--- src/rtl/bram_dump_if.sv ---
`default_nettype none
// ============================================================================
// Module   : bram_dump_if
// Brief    : Control, debug-port and stream signals of the BRAM dump reader.
// Revision : 1.0 - initial release
// ============================================================================
interface bram_dump_if #(
    parameter int ADDR_WIDTH = 10,
    parameter int DATA_WIDTH = 32
);
    logic                  start;
    logic [ADDR_WIDTH-1:0] base_addr;
    logic [ADDR_WIDTH-1:0] word_count;
    logic [ADDR_WIDTH-1:0] debug_addr;
    logic [DATA_WIDTH-1:0] debug_data;
    logic                  m_valid;
    logic                  m_ready;
    logic [DATA_WIDTH-1:0] m_data;
    logic [ADDR_WIDTH-1:0] m_addr;
    logic                  busy;
    logic                  done;
    logic [DATA_WIDTH-1:0] checksum;

    // The dump engine drives the debug address and the output stream.
    modport master (
        input  start, base_addr, word_count, debug_data, m_ready,
        output debug_addr, m_valid, m_data, m_addr, busy, done, checksum
    );

    modport slave (
        output start, base_addr, word_count, debug_data, m_ready,
        input  debug_addr, m_valid, m_data, m_addr, busy, done, checksum
    );
endinterface
`default_nettype wire

--- src/rtl/bram_dump_reader.sv ---
`default_nettype none
// ============================================================================
// Module   : bram_dump_reader
// Brief    : Walks a word-aligned BRAM range over the debug port and streams
//            (address, word) beats; BRAM_DUMP_CHECKSUM_EN adds a running sum.
// Revision : 1.0 - initial release
// ============================================================================
module bram_dump_reader #(
    parameter int ADDR_WIDTH = 10,
    parameter int DATA_WIDTH = 32
) (
    input  logic          clk,
    input  logic          rst,
    bram_dump_if.master   bus
);
    typedef enum logic [2:0] {
        S_IDLE    = 3'd0,
        S_ISSUE   = 3'd1,
        S_CAPTURE = 3'd2,
        S_SEND    = 3'd3,
        S_DONE    = 3'd4
    } state_t;

    localparam logic [ADDR_WIDTH-1:0] c_word_step  = ADDR_WIDTH'(4);
    localparam logic [ADDR_WIDTH-1:0] c_align_mask = ~ADDR_WIDTH'(3);
    localparam logic [ADDR_WIDTH-1:0] c_last_word  = ADDR_WIDTH'(1);

    state_t                r_state;
    state_t                w_next;
    logic [ADDR_WIDTH-1:0] r_addr;
    logic [ADDR_WIDTH-1:0] r_remaining;
    logic                  r_m_valid;
    logic [DATA_WIDTH-1:0] r_m_data;
    logic [ADDR_WIDTH-1:0] r_m_addr;
    logic                  w_handshake;
    logic                  w_accept_start;

    assign w_handshake    = r_m_valid && bus.m_ready;
    assign w_accept_start = (r_state == S_IDLE) && bus.start;

    always_ff @(posedge clk or posedge rst) begin
        if (rst) begin
            r_state <= S_IDLE;
        end else begin
            r_state <= w_next;
        end
    end

    always_comb begin
        w_next = r_state;
        case (r_state)
            S_IDLE: begin
                if (bus.start) begin
                    w_next = (bus.word_count == '0) ? S_DONE : S_ISSUE;
                end
            end
            S_ISSUE:   w_next = S_CAPTURE;
            S_CAPTURE: w_next = S_SEND;
            S_SEND: begin
                if (w_handshake) begin
                    w_next = (r_remaining == c_last_word) ? S_DONE : S_ISSUE;
                end
            end
            S_DONE:    w_next = S_IDLE;
            default:   w_next = S_IDLE;
        endcase
    end

    // r_addr doubles as the debug address, so it stays put from ISSUE
    // through CAPTURE and while a beat is stalled in SEND.
    always_ff @(posedge clk or posedge rst) begin
        if (rst) begin
            r_addr      <= '0;
            r_remaining <= '0;
            r_m_valid   <= 1'b0;
            r_m_data    <= '0;
            r_m_addr    <= '0;
        end else begin
            case (r_state)
                S_IDLE: begin
                    if (bus.start && (bus.word_count != '0)) begin
                        r_addr      <= bus.base_addr & c_align_mask;
                        r_remaining <= bus.word_count;
                    end
                end
                S_CAPTURE: begin
                    r_m_data  <= bus.debug_data;
                    r_m_addr  <= r_addr;
                    r_m_valid <= 1'b1;
                end
                S_SEND: begin
                    if (w_handshake) begin
                        r_m_valid   <= 1'b0;
                        r_remaining <= r_remaining - c_last_word;
                        if (r_remaining != c_last_word) begin
                            r_addr <= r_addr + c_word_step;
                        end
                    end
                end
                default: begin
                end
            endcase
        end
    end

`ifdef BRAM_DUMP_CHECKSUM_EN
    logic [DATA_WIDTH-1:0] r_checksum;

    // Cleared on every accepted start; the final sum then holds until the next.
    always_ff @(posedge clk or posedge rst) begin
        if (rst) begin
            r_checksum <= '0;
        end else if (w_accept_start) begin
            r_checksum <= '0;
        end else if (r_state == S_CAPTURE) begin
            r_checksum <= r_checksum + bus.debug_data;
        end
    end

    assign bus.checksum = r_checksum;
`else
    assign bus.checksum = '0;
`endif

    assign bus.debug_addr = r_addr;
    assign bus.m_valid    = r_m_valid;
    assign bus.m_data     = r_m_data;
    assign bus.m_addr     = r_m_addr;
    assign bus.busy       = (r_state != S_IDLE);
    assign bus.done       = (r_state == S_DONE);
endmodule
`default_nettype wire

--- src/flat_wrapper.sv ---
// flat-port wrapper written by rule: the top's interface ports become plain ports
module bram_dump_reader_flat 
#(
    parameter int ADDR_WIDTH = 10,
    parameter int DATA_WIDTH = 32
)
  (clk, rst, bus_start, bus_base_addr, bus_word_count, bus_debug_data, bus_m_ready, bus_debug_addr, bus_m_valid, bus_m_data, bus_m_addr, bus_busy, bus_done, bus_checksum);
  bram_dump_if #(.ADDR_WIDTH(ADDR_WIDTH), .DATA_WIDTH(DATA_WIDTH)) bus_i ();
  input  logic clk;
  input  logic rst;
  input wire logic [$bits(bus_i.start)-1:0] bus_start;
  input wire logic [$bits(bus_i.base_addr)-1:0] bus_base_addr;
  input wire logic [$bits(bus_i.word_count)-1:0] bus_word_count;
  input wire logic [$bits(bus_i.debug_data)-1:0] bus_debug_data;
  input wire logic [$bits(bus_i.m_ready)-1:0] bus_m_ready;
  output wire logic [$bits(bus_i.debug_addr)-1:0] bus_debug_addr;
  output wire logic [$bits(bus_i.m_valid)-1:0] bus_m_valid;
  output wire logic [$bits(bus_i.m_data)-1:0] bus_m_data;
  output wire logic [$bits(bus_i.m_addr)-1:0] bus_m_addr;
  output wire logic [$bits(bus_i.busy)-1:0] bus_busy;
  output wire logic [$bits(bus_i.done)-1:0] bus_done;
  output wire logic [$bits(bus_i.checksum)-1:0] bus_checksum;
  assign bus_i.start = bus_start;
  assign bus_i.base_addr = bus_base_addr;
  assign bus_i.word_count = bus_word_count;
  assign bus_i.debug_data = bus_debug_data;
  assign bus_i.m_ready = bus_m_ready;
  assign bus_debug_addr = bus_i.debug_addr;
  assign bus_m_valid = bus_i.m_valid;
  assign bus_m_data = bus_i.m_data;
  assign bus_m_addr = bus_i.m_addr;
  assign bus_busy = bus_i.busy;
  assign bus_done = bus_i.done;
  assign bus_checksum = bus_i.checksum;
  bram_dump_reader #(.ADDR_WIDTH(ADDR_WIDTH), .DATA_WIDTH(DATA_WIDTH)) u_core (.clk(clk), .rst(rst), .bus(bus_i));
endmodule
--- config.mk ---
export PLATFORM = sky130hd
export DESIGN_NAME = bram_dump_reader_flat
export DESIGN_NICKNAME = d
export VERILOG_FILES = /design/src/rtl/bram_dump_if.sv /design/src/rtl/bram_dump_reader.sv /design/src/flat_wrapper.sv
export SDC_FILE = /design/constraint.sdc
export NUM_CORES = 1
export LEC_CHECK = 0
export CORE_ASPECT_RATIO = 1.1
export CORE_MARGIN = 4
export CORE_UTILIZATION = 45
export CTS_BUF_LIST = sky130_fd_sc_hd__clkbuf_4 sky130_fd_sc_hd__clkbuf_8 sky130_fd_sc_hd__clkbuf_16
export DETAILED_ROUTE_END_ITERATION = 6
export GPL_TIMING_DRIVEN = 0
export PLACE_DENSITY_LB_ADDON = 0.25
export SKIP_CTS_REPAIR_TIMING = 1
export SYNTH_ARGS = -nofsm -noshare
export SYNTH_HDL_FRONTEND = slang
export SYNTH_SLANG_ARGS = --single-unit
--- constraint.sdc ---
create_clock -name clk -period 4.8 [get_ports clk]
set_input_delay 0.96 -clock clk [delete_from_list [all_inputs] [get_ports clk]]
set_output_delay 0.96 -clock clk [all_outputs]
set_load 0.05 [all_outputs]
== Yosys cells after proc, flatten, opt, wreduce, memory -nomap -nowiden ==
Index checks and enable logic that the tools add are counted.

* Register bits: 66
* Bits of input ports: 56
* Output and inout bits: 87

* Reductions and logical operators: 12
* $add $sub $neg: 2
* Multiplexer cells: 14
* Equal/unequal tests: 10

{| class="wikitable"
|+ Operator list
! operator !! count
|-
| 10-bit two-way mux || 5
|-
| 10-bit case mux with 2 select lines || 2
|-
| 3-bit two-way mux || 4
|-
| 3-bit case mux with 4 select lines || 1
|-
| 10-bit by 3-bit adder with 10-bit output (second input constant) || 1
|-
| 10-bit by 1-bit equality test with 1-bit output (second input constant) || 1
|-
| 10-bit logical NOT || 1
|-
| 10-bit by 1-bit != test with 1-bit output (second input constant) || 1
|-
| 10-bit nonzero test || 1
|-
| 10-bit by 1-bit subtractor with 10-bit output (second input constant) || 1
|-
| 3-bit by 2-bit equality test with 1-bit output (second input constant) || 2
|-
| 2-bit by 1-bit != test with 1-bit output (second input constant) || 2
|-
| 2-bit != test (second input constant) || 2
|-
| 2-bit AND reduction || 2
|-
| 4-bit AND reduction || 1
|-
| 2-bit nonzero test || 2
|-
| 3-bit by 1-bit equality test with 1-bit output (second input constant) || 1
|-
| 3-bit equality test (second input constant) || 1
|-
| 3-bit logical NOT || 1
|-
| 3-bit AND reduction || 1
|-
| 3-bit nonzero test || 1
|-
| 1-bit logical AND || 2
|-
| 1-bit case mux with 2 select lines || 1
|-
| 1-bit two-way mux || 1
|}

== Logic depth before layout (Yosys ltp) ==
Gate-level depths: netlist of the first run.

* Depth after elaboration: 4
* Gate-level depth with buffers: 7
* Depth with buffers taken out: 6

== Worst setup path after synthesis of the first run ==
OpenSTA, ideal clock, no wires.

* Path kind: input -> register
* Start point: input port bus_word_count[7]
* End point: register u_core.r_addr[5] (netlist: u_core.bus.debug_addr[5])
* Data required time: 4.642 ns
* Setup time: 0.158 ns
* Path slack: 2.309 ns
* Stages: 5
* Arrival: 2.333 ns
* Cell sequence: or4_4 -> or4_1 -> buf_1 -> a41oi_1 -> a31oi_1

* Word-level cells in the longest chain between the ends: 4

{| class="wikitable"
|+ RTL lines
! what !! RTL line !! RTL
|-
| from (decl) || flat_wrapper.sv:13 || <nowiki>input wire logic [$bits(bus_i.word_count)-1:0] bus_word_count;</nowiki>
|-
| 10-bit nonzero test || bram_dump_reader.sv:81 || <nowiki>if (bus.start && (bus.word_count != '0)) begin</nowiki>
|-
| 1-bit logical AND || bram_dump_reader.sv:81 ||
|-
| 2-bit != test (no source line) || n/a ||
|-
| 4-bit AND reduction (no source line) || n/a ||
|-
| to (signal assigned) || bram_dump_reader.sv:82 || <nowiki>r_addr <= bus.base_addr & c_align_mask;</nowiki>
|-
| to (signal assigned) || bram_dump_reader.sv:96 || <nowiki>r_addr <= r_addr + c_word_step;</nowiki>
|-
| to (decl) || bram_dump_reader.sv:30 || <nowiki>logic [ADDR_WIDTH-1:0] r_addr;</nowiki>
|}

No other way between the ends.
A chain may end at the register's enable or synchronous reset.

== Worst setup path in the final report of the first run ==
* Start point: register u_core.r_state[0]
* End point: output port bus_done

* Word-level cells in the longest chain between the ends: 1

{| class="wikitable"
|+ RTL lines
! what !! RTL line !! RTL
|-
| from (decl) || bram_dump_reader.sv:28 || <nowiki>state_t r_state;</nowiki>
|-
| from (signal assigned) || bram_dump_reader.sv:45 || <nowiki>r_state <= w_next;</nowiki>
|-
| 3-bit equality test || bram_dump_reader.sv:130 || <nowiki>assign bus.done = (r_state == S_DONE);</nowiki>
|-
| to (decl) || flat_wrapper.sv:21 || <nowiki>output wire logic [$bits(bus_i.done)-1:0] bus_done;</nowiki>
|}

No other way between the ends.

==> impl_metrics.csv, run 1 <==
group,metric,value,unit
placed_design,dp_worst_setup_slack,1.70,ns
placed_design,dp_hpwl,6120,µm
die,dieArea,8550,µm²
clock_tree,cts_tree,"yes",
routing,postRouteWirelength,8080,µm
power_and_ir_drop,leakagePower,2.05,nW
setup_path,rr_worst_depth,5,
final_layout,layout.core_utilization,67.6,%
synthesis,synth-async-reset-ratio,100,%
clock_tree,clk_path_buf_depth,2,
setup_path,r2r_end,"u_core.bus.debug_addr[3]",
placed_design,port_buffers,104,
setup_path,path_class,"register to output port",
sta,slew_viol_final,0,
sta,rsz0062_at_grt,"no",
die,rows,32,
synthesis,syn_avg_cell_area,11.1,µm²
sta,setup_viol,0,
synthesis,syn_area,3210,µm²
routing,drtIter0Drc,136,
die,ios,143,
final_layout,drive_gt1_share,24.0,%
die,dieWidth,88.5,µm
routing,vias,2747,
flow_run,maxCapViolations,0,
synthesis,synth_common_cells,"62 x dfrtp_1, 40 x mux2_2, 36 x buf_4",
setup_path,cp.required,3.84,ns
synthesis,synth_area_leaders,"dfrtp_1 48%, mux2_2 14%, buf_4 8.4%, nand2_1 2.0%, nor4_1 2.0%",
power_and_ir_drop,switching_share,47.9,%
sta,setup-tns-final,0,ns
sta,fin_ws,1.88,ns
setup_path,critical_path_arrival,1.96,ns
routing,firstDrtPassIters,4,
power_and_ir_drop,sequentialPowerShare,28.6,%
clock_tree,cts-buffers-inserted,9,
routing,viasPerCell,5.18,
power_and_ir_drop,p_switching,1.60,mW
setup_path,startpoint,"u_core.r_state[0]",
routing,routedWlPerCell,15.2,µm
clock_tree,clk_pin_slew,0.07,ns
routing,ant_nets,0,
synthesis,yosysTopAreaCellShare,48.4,%
sta,hold_viol,0,
sta,finalCritPeriodShare,60.8,%
final_layout,nets,499,
power_and_ir_drop,power_density,707,nW/µm²
clock_tree,h-tree-depth,3,
setup_path,end_kind,"output port",
clock_tree,cts_root_buf,"clkbuf_8",
die,die_h,96.6,µm
die,start_util,46.0,%
power_and_ir_drop,clkPwrFrac,14.2,%
setup_path,path_max_fanout,10,
setup_path,cp-endpoint,"bus_done",
sta,worst-slew-pin-transition,0.898,ns
power_and_ir_drop,combPwrFrac,57.2,%
sta,max_freq,343,MHz
power_and_ir_drop,ir_worst_vdd,456,µV
clock_tree,cts.sinks,62,
sta,hold-worst-slack,0.507,ns
synthesis,synth_edf_count,0,
power_and_ir_drop,intPower,1.73,mW
synthesis,ys_seq_area_share,48.4,%
grt,grt_pass1_vias,2776,
final_layout,syn_to_final_growth,46.8,%
worst_hold_path,hp-class,"register to register",
placed_design,gp_congestion,0.864,
final_layout,antennaDiodeCount,0,
sta,min_period,2.92,ns
grt,track_usage,19.3,%
synthesis,yosysTopAreaCell,"dfrtp_1",
sta,slew_headroom,39.7,%
routing,drc,0,
grt,antenna_found_initial,0,
synthesis,syn-instance-count,289,
sta,finClkSkew,0.00920,ns
synthesis,synth.most_common_cell,"dfrtp_1",
die,core_area,6970,µm²
synthesis,synth_ff_type,"dfrtp_1",
synthesis,ys_types,53,
synthesis,synth-seq-cells,62,
setup_path,rrSetupSlack,2.66,ns
grt,grt_start_max_net_pins,38,
outcome,status,"complete, no violations",
clock_tree,clock_latency,0.33,ns
setup_path,rr_startpoint,"u_core.r_state[2]",
grt,gr-total-overflow,0,
grt,grt_pass1_wl,12900,µm
setup_path,startpoint_type,"register",
synthesis,synth_warnings,0,
-- how the worst min path moves through the flow --
| stage | endpoint | depth (start not counted) | slack (ns) | from |
|---|---|---|---|---|
| floorplan | u_core.r_remaining[3] | 1 | 0.46 | u_core.r_remaining[3] |
| global placement | u_core.bus.m_addr[3] | 1 | 0.49 | u_core.bus.m_addr[3] |
| detailed placement | u_core.bus.m_data[11] | 1 | 0.50 | u_core.bus.m_data[11] |
| CTS | u_core.bus.m_data[15] | 1 | 0.51 | u_core.bus.m_data[15] |
| global route | u_core.bus.m_data[15] | 1 | 0.52 | u_core.bus.m_data[15] |
| finish | u_core.bus.m_data[15] | 1 | 0.51 | u_core.bus.m_data[15] |
-- critical path, stage by stage (launching register included) --
cell             delay [ns]
dfrtp_1                0.37
buf_2                  0.17
nor2_1                 0.13
and2_1                 0.14
clkdlybuf4s50_1        0.82
-- power by group through the flow --
stage	clock network (mW)	registers, mW	logic [mW]
final	0.471	0.953	1.91
after global routing	0.500	0.991	2.02
after CTS	0.481	0.954	1.92
after detailed placement	0	0.962	1.91
after global placement	0	0.943	1.88
after floorplan	0	1.65	0.601
-- layout by cell type (no fill, tap or decap), types with 4 or more instances in the layout --
cell / Yosys / final
clkdlybuf4s50_1: 0 / 104
dfrtp_1: 62 / 62
mux2_2: 40 / 40
buf_4: 36 / 36
conb_1: 1 / 36
nand2_1: 17 / 17
nor2_1: 10 / 10
nor4_1: 10 / 10
clkbuf_8: 0 / 10
clkbuf_1: 8 / 8
a21oi_1: 8 / 8
nor3_1: 8 / 8
o21ai_0: 7 / 7
nand3_1: 5 / 5
or4_1: 4 / 4
a31oi_1: 4 / 4
a211oi_1: 4 / 4
a41oi_1: 4 / 4
inv_1: 5 / 4
-- registers in the layout, summed over array words and instances (netlist names) --
name and cells:
u_core.bus.m_data 32, u_core.r_remaining 10, u_core.bus.debug_addr 8, u_core.bus.m_addr 8
u_core.r_state 3, u_core.bus.m_valid 1
-- metrics by stage --
| step | total power [mW] | cell area (µm²) | cells |
|---|---|---|---|
| final | 3.33 | 4710 | 530 |
| after global routing | 3.51 | 4710 | 530 |
| after CTS | 3.36 | 4710 | 530 |
| after detailed placement | 2.88 | 4510 | 514 |
| after global placement | 2.83 | 4490 | 513 |
| after floorplan | 2.25 | 3340 | 324 |
-- kinds of logic after synthesis --
kind of cell | after synthesis | share of synthesized area (%)
AND/OR/NAND/NOR | 80 | 14.4
buffers and inverters | 54 | 10.9
multiplexers | 40 | 14.0
AO/OA/AOI/OAI | 49 | 11.1
flip-flops | 62 | 48.4
adder cells (fa/ha/maj) | 3 | 1.17
other | 1 | 0.117
-- final cells by class --
| class | instances | area (µm²) |
|---|---|---|
| Fill cell | 577 | 2260 |
| Sequential cell | 62 | 1550 |
| Multi-Input combinational cell | 208 | 1440 |
| Timing Repair Buffer | 105 | 1060 |
| Buffer | 49 | 330 |
| Clock buffer | 11 | 145 |
| Tap cell | 85 | 106 |
| Clock inverter | 5 | 58.8 |
| Inverter | 5 | 18.8 |
-- routing by layer --
layer / global-route usage, % / share of wire (%) / vias up
met5: 0 / 0 / -
met4: 5.92 / 0.82 / 0
met2: 32.9 / 50 / 122
met1: 22.1 / 38 / 1311
met3: 7.89 / 11 / 9
li1: - / - / 1305
Power figures use the tool's default switching activity.
==> run 2: changes to the inputs <==
Settings changed: CORE_UTILIZATION 45 to 42.
Clock period 4.8 ns to 2.9 ns, I/O delays scaled along.
==> run 2 against run 1 <==
Sequential power increased by 66%. Worst hold slack improved by 0.0011 ns. Count of clock-buffer cells in the layout decreased by 1. Non-clock buffer count unchanged. Sequential share of layout area decreased by 0.20 points. Final cell count increased by 0.38%. Utilization decreased by 3.8 points. Clock power increased by 86%. Register-to-register slack got worse by 1.9 ns.
==> impl_metrics.csv, run 2 (same netlist as run 1, synthesis figures left out) <==
group,metric,value,unit
grt,use_met3,9.08,%
setup_path,cp_slowest_cell,"clkdlybuf4s50_1",
routing,drtIter0Drc,143,
sta,slew_viol_final,0,
setup_path,rr_worst_depth,5,
clock_tree,cts.sinks,62,
die,ios,143,
setup_path,rr_startpoint,"u_core.r_state[2]",
final_layout,drive_gt1_share,24.0,%
final_layout,layout_common_cells,"104 x clkdlybuf4s50_1, 62 x dfrtp_1, 40 x mux2_2, 36 x buf_4, 36 x conb_1",
grt,grt_pass1_vias,2726,
sta,setup_viol,0,
power_and_ir_drop,sequentialPowerShare,28.1,%
routing,ant_nets,0,
die,start_util,43.2,%
setup_path,cp-endpoint,"bus_done",
power_and_ir_drop,switching_share,47.6,%
power_and_ir_drop,power_density,1190,nW/µm²
setup_path,cp.required,2.32,ns
setup_path,crit_family,"buffers and inverters",
setup_path,cp.buffers_inverters,2,
power_and_ir_drop,clkPwrFrac,15.6,%
power_and_ir_drop,total_power,5.63,mW
setup_path,path_class,"register to output port",
routing,vias,2717,
grt,grt_pass1_wl,13300,µm
placed_design,placed_cells,516,
setup_path,critical_path_arrival,2.00,ns
sta,hold_viol,0,
clock_tree,clk_path_buf_depth,2,
clock_tree,clk_pin_slew,0.07,ns
final_layout,fin_cells,532,
routing,viasPerCell,5.11,
setup_path,path_max_fanout,10,
sta,finClkSkew,0.0111,ns
grt,gr-total-overflow,0,
sta,finalCritPeriodShare,88.8,%
die,dieArea,9100,µm²
placed_design,dp_worst_setup_slack,0.191,ns
final_layout,multiInputGateArea,1440,µm²
setup_path,startpoint_type,"register",
sta,rsz0062_at_grt,"no",
flow_run,maxCapViolations,0,
sta,hold-worst-slack,0.509,ns
routing,routedWlPerCell,15.6,µm
final_layout,nets,499,
setup_path,startpoint,"u_core.r_state[0]",
setup_path,cp_cell_sequence,"buf_2, nor2_1, and2_1, clkdlybuf4s50_1",
final_layout,antennaDiodeCount,0,
placed_design,gp_congestion,0.854,
final_layout,syn_to_final_growth,47.7,%
routing,postRouteWirelength,8280,µm
sta,fin_ws,0.324,ns
setup_path,r2r_end,"u_core.bus.debug_addr[5]",
grt,gr-usage-met1,20.9,%
power_and_ir_drop,intPower,2.95,mW
die,core_area,7430,µm²
grt,grt_most_used_layer,"met2",
setup_path,cp.depth,4,
final_layout,largest_reg_flops,32,
power_and_ir_drop,leakagePower,2.06,nW
clock_tree,cts_tree,"yes",
final_layout,mostFrequentLayoutCell,"clkdlybuf4s50_1",
grt,track_usage,18.3,%
sta,setup-tns-final,0,ns
placed_design,dp_hpwl,6220,µm
clock_tree,clock_latency,0.34,ns
sta,max_freq,388,MHz
final_layout,seq_area,1550,µm²
placed_design,port_buffers,104,
setup_path,max_stage_delay,0.81,ns
grt,grt_use_met2,29.7,%
worst_hold_path,worstHoldStart,"u_core.bus.m_data[20]",
worst_hold_path,hp-class,"register to register",
outcome,status,"complete, no violations",
die,dieWidth,91.3,µm
routing,drc,0,
sta,min_period,2.58,ns
clock_tree,cts-buffers-inserted,9,
power_and_ir_drop,p_switching,2.68,mW
setup_path,rrSetupSlack,0.75,ns
clock_tree,h-tree-depth,3,
grt,antenna_found_initial,0,
sta,worst-slew-pin-transition,0.955,ns
clock_tree,cts_root_buf,"clkbuf_8",
setup_path,end_kind,"output port",
power_and_ir_drop,ir_worst_vdd,754,µV
die,rows,33,
sta,slew_headroom,35.9,%
routing,firstDrtPassIters,4,
grt,grt_start_max_net_pins,37,
power_and_ir_drop,combPwrFrac,56.3,%
die,die_h,99.7,µm
final_layout,n_fill_cell,617,
==> run 2: metal layers <==
| layer | vias to the layer above | part of all wire (%) |
|---|---|---|
| met2 | 114 | 47 |
| met1 | 1296 | 40 |
| li1 | 1297 | - |
| met3 | 10 | 11 |
| met5 | - | 0 |
| met4 | 0 | 1.1 |
==> run 2: layout make-up <==
cell class / instances / area share, %
plain buffers: 49 / 6.97
clock buffers: 10 / 2.90
clock inverters: 6 / 1.95
inverters: 5 / 0.396
multi-input cells: 208 / 30.4
flip-flops and latches: 62 / 32.7
well taps: 87 / 2.30
repair buffers: 105 / 22.4
==> run 2: power groups by stage <==
stage	Clock, mW	Combinational [mW]	Sequential (mW)
after floorplan	0	0.995	2.73
after global placement	0	3.13	1.57
after detailed placement	0	3.17	1.59
after CTS	0.892	3.18	1.59
after global routing	0.937	3.35	1.64
final	0.877	3.17	1.58
==> run 2: worst min-delay path by stage <==
stage | endpoint | slack [ns] | cells after the start
6_report | u_core.bus.m_data[20] | 0.51 | 1
5_1_grt | u_core.bus.m_addr[2] | 0.53 | 1
4_1_cts | u_core.bus.m_data[20] | 0.51 | 1
3_5_place_dp | u_core.bus.m_data[20] | 0.50 | 1
3_3_place_gp | u_core.bus.m_data[23] | 0.49 | 1
2_1_floorplan | u_core.r_remaining[3] | 0.46 | 1
==> run 2: through the flow <==
step | instance area, µm² | util [%]
after detailed placement | 4510 | 60.7
final | 4740 | 63.8
after CTS | 4740 | 63.8
after floorplan | 3340 | -
after global routing | 4740 | 63.8
after global placement | 4490 | 60.4
==> run 2: worst register-to-register path, delay by kind of cell (launching register included) <==
family | cells | cell delay (ns)
buffers and inverters | 1 | 0.28
AND/OR/NAND/NOR | 3 | 1.21
AO/OA/AOI/OAI | 1 | 0.17
flip-flops | 1 | 0.33
